$ cat src/rtl/uart_rx_multi.sv
// Oversampling UART receiver with majority-vote bit decisions.
// Received words land in a first-word-fall-through FIFO with error flags.
module uart_rx_multi #(
    parameter int OVERSAMPLE = 8,
    parameter int DATA_BITS  = 8,
    parameter int PARITY     = 0,
    parameter int STOP_BITS  = 1,
    parameter int FIFO_DEPTH = 4
) (
    input  logic                          uart_rx_bclk,
    input  logic                          uart_rx_rst_n,
    input  logic                          uart_rx_pin_raw,
    output logic [DATA_BITS-1:0]          uart_rx_data,
    output logic                          uart_rx_perr,
    output logic                          uart_rx_ferr,
    output logic                          uart_rx_rdy,
    input  logic                          uart_rx_rd,
    output logic                          uart_rx_ovr,
    input  logic                          uart_rx_ovr_clr,
    output logic [$clog2(FIFO_DEPTH):0]   uart_rx_level,
    output logic                          uart_rx_busy
);

    localparam int HALF = OVERSAMPLE / 2;
    localparam int CW   = $clog2(OVERSAMPLE);
    localparam int ZW   = CW + 1;
    localparam int BIW  = 4;
    localparam int AW   = $clog2(FIFO_DEPTH);
    localparam int LW   = AW + 1;
    localparam int WW   = DATA_BITS + 2;
    localparam logic [ZW:0] FULL_TH = (ZW+1)'(OVERSAMPLE - 2);
    localparam logic [ZW:0] HALF_TH = (ZW+1)'(HALF);

    typedef enum logic [2:0] {
        IDLE,
        START_REST,
        DATA,
        PAR,
        STOP
    } state_t;

    state_t state, state_nxt;

    logic [1:0]           sync;
    logic [1:0]           vld;
    logic                 pin;
    logic [CW-1:0]        cnt;
    logic [CW-1:0]        low_cnt;
    logic [ZW-1:0]        zeros;
    logic [ZW-1:0]        zeros_now;
    logic [BIW-1:0]       bit_idx;
    logic                 stop_idx;
    logic [DATA_BITS-1:0] shreg;
    logic                 perr_q;
    logic                 ferr_q;
    logic                 armed;
    logic                 samp_zero;
    logic                 win_end;
    logic                 half_end;
    logic                 last_stop;
    logic                 full_bit;
    logic                 half_bit;
    logic                 final_dec;
    logic [WW-1:0]        word;

    // vld tracks when the synchroniser holds real line samples
    always_ff @(posedge uart_rx_bclk or negedge uart_rx_rst_n) begin
        if (!uart_rx_rst_n) begin
            sync <= 2'b11;
            vld  <= 2'b00;
        end else begin
            sync <= {sync[0], uart_rx_pin_raw};
            vld  <= {vld[0], 1'b1};
        end
    end

    assign pin       = sync[1];
    assign win_end   = (cnt == CW'(OVERSAMPLE - 1));
    assign half_end  = (cnt == CW'(HALF));
    assign last_stop = (stop_idx == 1'(STOP_BITS - 1));
    assign samp_zero = (cnt != '0) && !win_end && !pin;
    assign zeros_now = zeros + ZW'(samp_zero);
    assign full_bit  = !({zeros_now, 1'b0} > FULL_TH);
    assign half_bit  = !({zeros_now, 1'b0} > HALF_TH);
    assign final_dec = (state == STOP) && last_stop && half_end;
    assign word      = {ferr_q | ~half_bit, perr_q, shreg};

    always_ff @(posedge uart_rx_bclk or negedge uart_rx_rst_n) begin
        if (!uart_rx_rst_n) state <= IDLE;
        else                state <= state_nxt;
    end

    always_comb begin
        state_nxt = state;
        unique case (state)
            IDLE:
                if (!pin && armed && low_cnt == CW'(HALF - 1))
                    state_nxt = START_REST;
            START_REST:
                if (cnt == CW'(HALF - 1)) state_nxt = DATA;
            DATA:
                if (win_end && bit_idx == BIW'(DATA_BITS - 1))
                    state_nxt = (PARITY != 0) ? PAR : STOP;
            PAR:
                if (win_end) state_nxt = STOP;
            STOP:
                if (final_dec) state_nxt = IDLE;
            default:
                state_nxt = IDLE;
        endcase
    end

    // A low final stop bit disarms start detection until the line goes high
    always_ff @(posedge uart_rx_bclk or negedge uart_rx_rst_n) begin
        if (!uart_rx_rst_n) begin
            cnt      <= '0;
            low_cnt  <= '0;
            zeros    <= '0;
            bit_idx  <= '0;
            stop_idx <= 1'b0;
            shreg    <= '0;
            perr_q   <= 1'b0;
            ferr_q   <= 1'b0;
            armed    <= 1'b0;
        end else begin
            unique case (state)
                IDLE: begin
                    cnt      <= '0;
                    zeros    <= '0;
                    bit_idx  <= '0;
                    stop_idx <= 1'b0;
                    perr_q   <= 1'b0;
                    ferr_q   <= 1'b0;
                    if (pin) begin
                        low_cnt <= '0;
                        armed   <= armed | vld[1];
                    end else if (low_cnt != CW'(HALF)) begin
                        low_cnt <= low_cnt + 1'b1;
                    end
                end
                START_REST: begin
                    cnt <= (cnt == CW'(HALF - 1)) ? '0 : cnt + 1'b1;
                end
                default: begin
                    cnt   <= win_end ? '0 : cnt + 1'b1;
                    zeros <= win_end ? '0 : zeros_now;
                    if (state == DATA && win_end) begin
                        shreg   <= {full_bit, shreg[DATA_BITS-1:1]};
                        bit_idx <= bit_idx + 1'b1;
                    end
                    if (state == PAR && win_end)
                        perr_q <= (^shreg) ^ full_bit ^ 1'(PARITY == 2);
                    if (state == STOP && !last_stop && win_end) begin
                        ferr_q   <= ferr_q | ~full_bit;
                        stop_idx <= 1'b1;
                    end
                    if (final_dec) begin
                        low_cnt <= '0;
                        armed   <= half_bit;
                    end
                end
            endcase
        end
    end

    logic [WW-1:0] mem [FIFO_DEPTH];
    logic [AW-1:0] rptr, wptr;
    logic [LW-1:0] level;
    logic          full, rdy, pop, wr, ovf;
    logic [WW-1:0] head;

    assign full = (level == LW'(FIFO_DEPTH));
    assign rdy  = (level != '0);
    assign pop  = uart_rx_rd && rdy;
    assign wr   = final_dec && (!full || pop);
    assign ovf  = final_dec && full && !pop;
    assign head = mem[rptr];

    always_ff @(posedge uart_rx_bclk) begin
        if (wr) mem[wptr] <= word;
    end

    always_ff @(posedge uart_rx_bclk or negedge uart_rx_rst_n) begin
        if (!uart_rx_rst_n) begin
            rptr        <= '0;
            wptr        <= '0;
            level       <= '0;
            uart_rx_ovr <= 1'b0;
        end else begin
            if (wr)  wptr <= wptr + 1'b1;
            if (pop) rptr <= rptr + 1'b1;
            if (wr && !pop)      level <= level + 1'b1;
            else if (pop && !wr) level <= level - 1'b1;
            if (ovf)                  uart_rx_ovr <= 1'b1;
            else if (uart_rx_ovr_clr) uart_rx_ovr <= 1'b0;
        end
    end

    // Head outputs read as zero while the FIFO is empty
    assign uart_rx_data  = rdy ? head[DATA_BITS-1:0] : '0;
    assign uart_rx_perr  = rdy ? head[DATA_BITS]     : 1'b0;
    assign uart_rx_ferr  = rdy ? head[DATA_BITS+1]   : 1'b0;
    assign uart_rx_rdy   = rdy;
    assign uart_rx_level = level;
    assign uart_rx_busy  = (state != IDLE);

endmodule

$ cat config.mk
export PLATFORM = sky130hd
export DESIGN_NAME = uart_rx_multi
export DESIGN_NICKNAME = d
export VERILOG_FILES = /design/src/rtl/uart_rx_multi.sv
export SDC_FILE = /design/constraint.sdc
export NUM_CORES = 1
export LEC_CHECK = 0
export ABC_AREA = 1
export BUFFER_PORTS_ARGS = -buffer_cell sky130_fd_sc_hd__buf_2
export CAP_MARGIN = 25
export CORE_MARGIN = 4
export CORE_UTILIZATION = 65
export CTS_CLUSTER_DIAMETER = 40
export DETAILED_ROUTE_END_ITERATION = 8
export PLACE_DENSITY = 0.95
export SLEW_MARGIN = 10
export SYNTH_ARGS = -nofsm -noshare
export SYNTH_HDL_FRONTEND = slang
export SYNTH_SLANG_ARGS = --single-unit
$ cat constraint.sdc
create_clock -name uart_rx_bclk -period 3.3 [get_ports uart_rx_bclk]
set_clock_uncertainty 0.05 [all_clocks]
set_input_delay 0.33 -clock uart_rx_bclk [delete_from_list [all_inputs] [get_ports uart_rx_bclk]]
set_output_delay 0.33 -clock uart_rx_bclk [all_outputs]
set_load 0.01 [all_outputs]
==> metrics.yaml <==
timing:
  period_share_pct: 79.5
  rsz0062_at_grt: "false"
  tightest_slew_ns: 0.899
  slew_headroom_pct: 40.1
  final.setup.tns_ns: 0
  setup_viol: 0
  hold_viol_final: 0
  max_freq_mhz: 381
  post-route-min-period_ns: 2.62
  drv_slew: 0
synth:
  synthTopCellsByArea: "edfxtp_1 (32%), dfrtp_1 (26%), nand2_1 (8.4%)"
  synth_common_cells: "nand2_1 (85), nor2_1 (55), inv_1 (50)"
  yosys.cell_types.count: 33
  ys_ff_latch: 81
  netlist.area_leader.share_pct: 31.6
  yosysMostFrequentCell: "nand2_1"
  synth_nets: 420
  async_flop_share_pct: 50.6
  synth_edf_count: 40
  avgSynthCellArea_um2: 9.54
  yosysSeqAreaShare_pct: 58.7
  netlist_instances: 398
  synth-main-ff-cell: "edfxtp_1"
  yosysWarnings: 0
  synthesis.area_mm2: 0.00380
  synth_largest_area_cell: "edfxtp_1"
critical_path:
  cp.required_ns: 3.48
  worstPathMaxFanout: 11
  path_class: "register to register"
  critical_path.startpoint_type: "register"
  cp-end-kind: "register"
  crit_arrival_ns: 2.81
outcome:
  status: "finished clean"
power:
  p_leak_nw: 1.87
  p_int_mw: 1.99
  power.share.sequential_pct: 41.0
  swShare_pct: 39.1
  combPwrFrac_pct: 37.8
  clkPwrFrac_pct: 21.2
  ir_drop_mv: 0.460
  net-switching-power_mw: 1.28
  powerDensity_mw_per_mm2: 783
  power_mw: 3.26
cts:
  h-tree-depth: 3
  root_buffer: "clkbuf_8"
  cts_tree: "done"
  clkSinkCount: 81
  post_cts_buffers: 0
  clk_pin_slew_worst_paths_ns: 0.08
  insertion_delay_ns: 0.35
  cts_buffers: 9
  cts_buffer_depth: 2
  hold_buffers: 0
  cts_resized: 0
drt:
  final_antenna_net_count: 0
  drc: 0
  drtPass1Iterations: 4
  dr_total_vias: 2746
  drt_iter0_markers: 212
  via_per_inst: 5.47
  wl_per_cell_um: 14.4
  routed_wirelength_mm: 7.23
die:
  fp.dieW_um: 84.4
  core_mm2: 0.00557
  die_h_um: 84.4
  dieArea_mm2: 0.00713
  io_pins: 21
  initial_core_util_pct: 68.1
  rows: 27
finish:
  fillers: 359
  area_growth_pct: 9.78
  fin_area_mm2: 0.00417
  multi_input_area_mm2: 0.00133
  final_layout_size_suffix_gt1_share_pct: 12.8
  antenna_cells: 0
  seqCellArea_mm2: 0.00223
  fin_nets: 447
placed_design:
  gp_congestion: 0.829
  placed_cell_area_mm2: 0.00398
  place.detailed.hpwl_mm: 4.88
  port_buffers: 20
global_route:
  grt_pass1_vias: 2774
  grt_overflow: 0
  grt_usage_pct: 22.7
  antenna_found_initial: 0
  grt_max_degree: 42
  grt_pass1_wl_mm: 12.6
min_path:
  hold_path.class: "input port to register"
job:
  drv_cap: 0
## power groups by stage
stage	clock, mW	sequential, mW	combinational (mW)
final	0.693	1.34	1.23
after global routing	0.755	1.36	1.41
after CTS	0.703	1.34	1.23
after detailed placement	0	1.36	1.22
after global placement	0	1.34	1.16
after floorplan	0	1.32	0.909
## stage by stage
step	setup slack (ns)	std cells	util [%]	hold slack, ns
6_report	0.676	502	74.8	0.0280
5_1_grt	0.538	502	74.8	0.00736
4_1_cts	0.697	502	74.8	0.0104
3_5_place_dp	0.861	486	71.4	0.291
3_3_place_gp	1.04	486	71.4	0.282
2_1_floorplan	1.16	398	-	-0.0156
## logic make-up (layout without fill, tap and decap cells)
family                   Yosys count  count (layout)  synth area share (%)
multiplexers                       1               1                 0.296
buffers and inverters             62              94                  6.42
AND/OR/NAND/NOR                  163             163                  17.9
adder cells (fa/ha/maj)           17              17                  5.80
AO/OA/AOI/OAI                     67              67                  9.39
other                              1               1                0.0987
flip-flops                        81              81                  58.7
XOR/XNOR                           6               6                  1.38
## area by class of cell
class | count | share of cell area, %
flip-flops and latches | 81 | 53.5
multi-input cells | 255 | 31.8
inverters | 53 | 4.77
repair buffers | 25 | 3.30
clock buffers | 11 | 3.15
well taps | 72 | 2.16
clock inverters | 5 | 1.38
## layer usage
| layer | track usage, % | wire length, um |
|---|---|---|
| met2 | 39.6 | 3780 |
| met1 | 26.5 | 2860 |
| met4 | 9.93 | 189 |
| met5 | 0 | 0 |
| met3 | 5.69 | 401 |
## path summary, 6_finish.rpt
check | cells after the start | slack (ns) | end | from
worst min-delay path | 1 | 0.03 | sync[0]$_DFF_PN1_ | uart_rx_pin_raw
min in group asynchronous | 1 | 0.06 | low_cnt[1]$_DFFE_PN0P_ | uart_rx_rst_n
worst max register to register | 11 | 0.68 | uart_rx_level[2]$_DFFE_PN0P_ | uart_rx_level[0]$_DFFE_PN0P_
worst max-delay path | 11 | 0.68 | uart_rx_level[2]$_DFFE_PN0P_ | uart_rx_level[0]$_DFFE_PN0P_
max in group asynchronous | 1 | 2.58 | shreg[5]$_DFFE_PN0P_ | uart_rx_rst_n
worst min register to register | 0 | 0.31 | vld[1]$_DFF_PN0_ | vld[0]$_DFF_PN0_
## registers in the layout, summed over array words and instances (netlist names), 3 cells and up
signal / flops
state: 3
uart_rx_level: 3
cnt: 3
low_cnt: 3
zeros: 4
shreg: 8
mem: 40
bit_idx: 4
## worst max-delay path, stage by stage, from the launching register on
cell	delay, ns
dfrtp_1	0.44
nor2_1	0.16
nand2_1	0.11
inv_1	0.32
nor2_1	0.16
inv_1	0.13
ha_1	0.18
inv_1	0.08
fa_1	0.40
a21oi_1	0.19
o21ai_0	0.13
xor2_1	0.16
## layout by cell type, fill, tap and decap left out, types with 4 or more instances in the layout
master,n
o21ai_0,41
xor2_1,4
ha_1,16
dfrtp_1,39
clkbuf_8,9
edfxtp_1,40
buf_2,20
inv_1,50
buf_4,5
nor2_1,55
nand2_1,85
a21oi_1,17
nand3_1,12
Power figures use the tool's default switching activity.
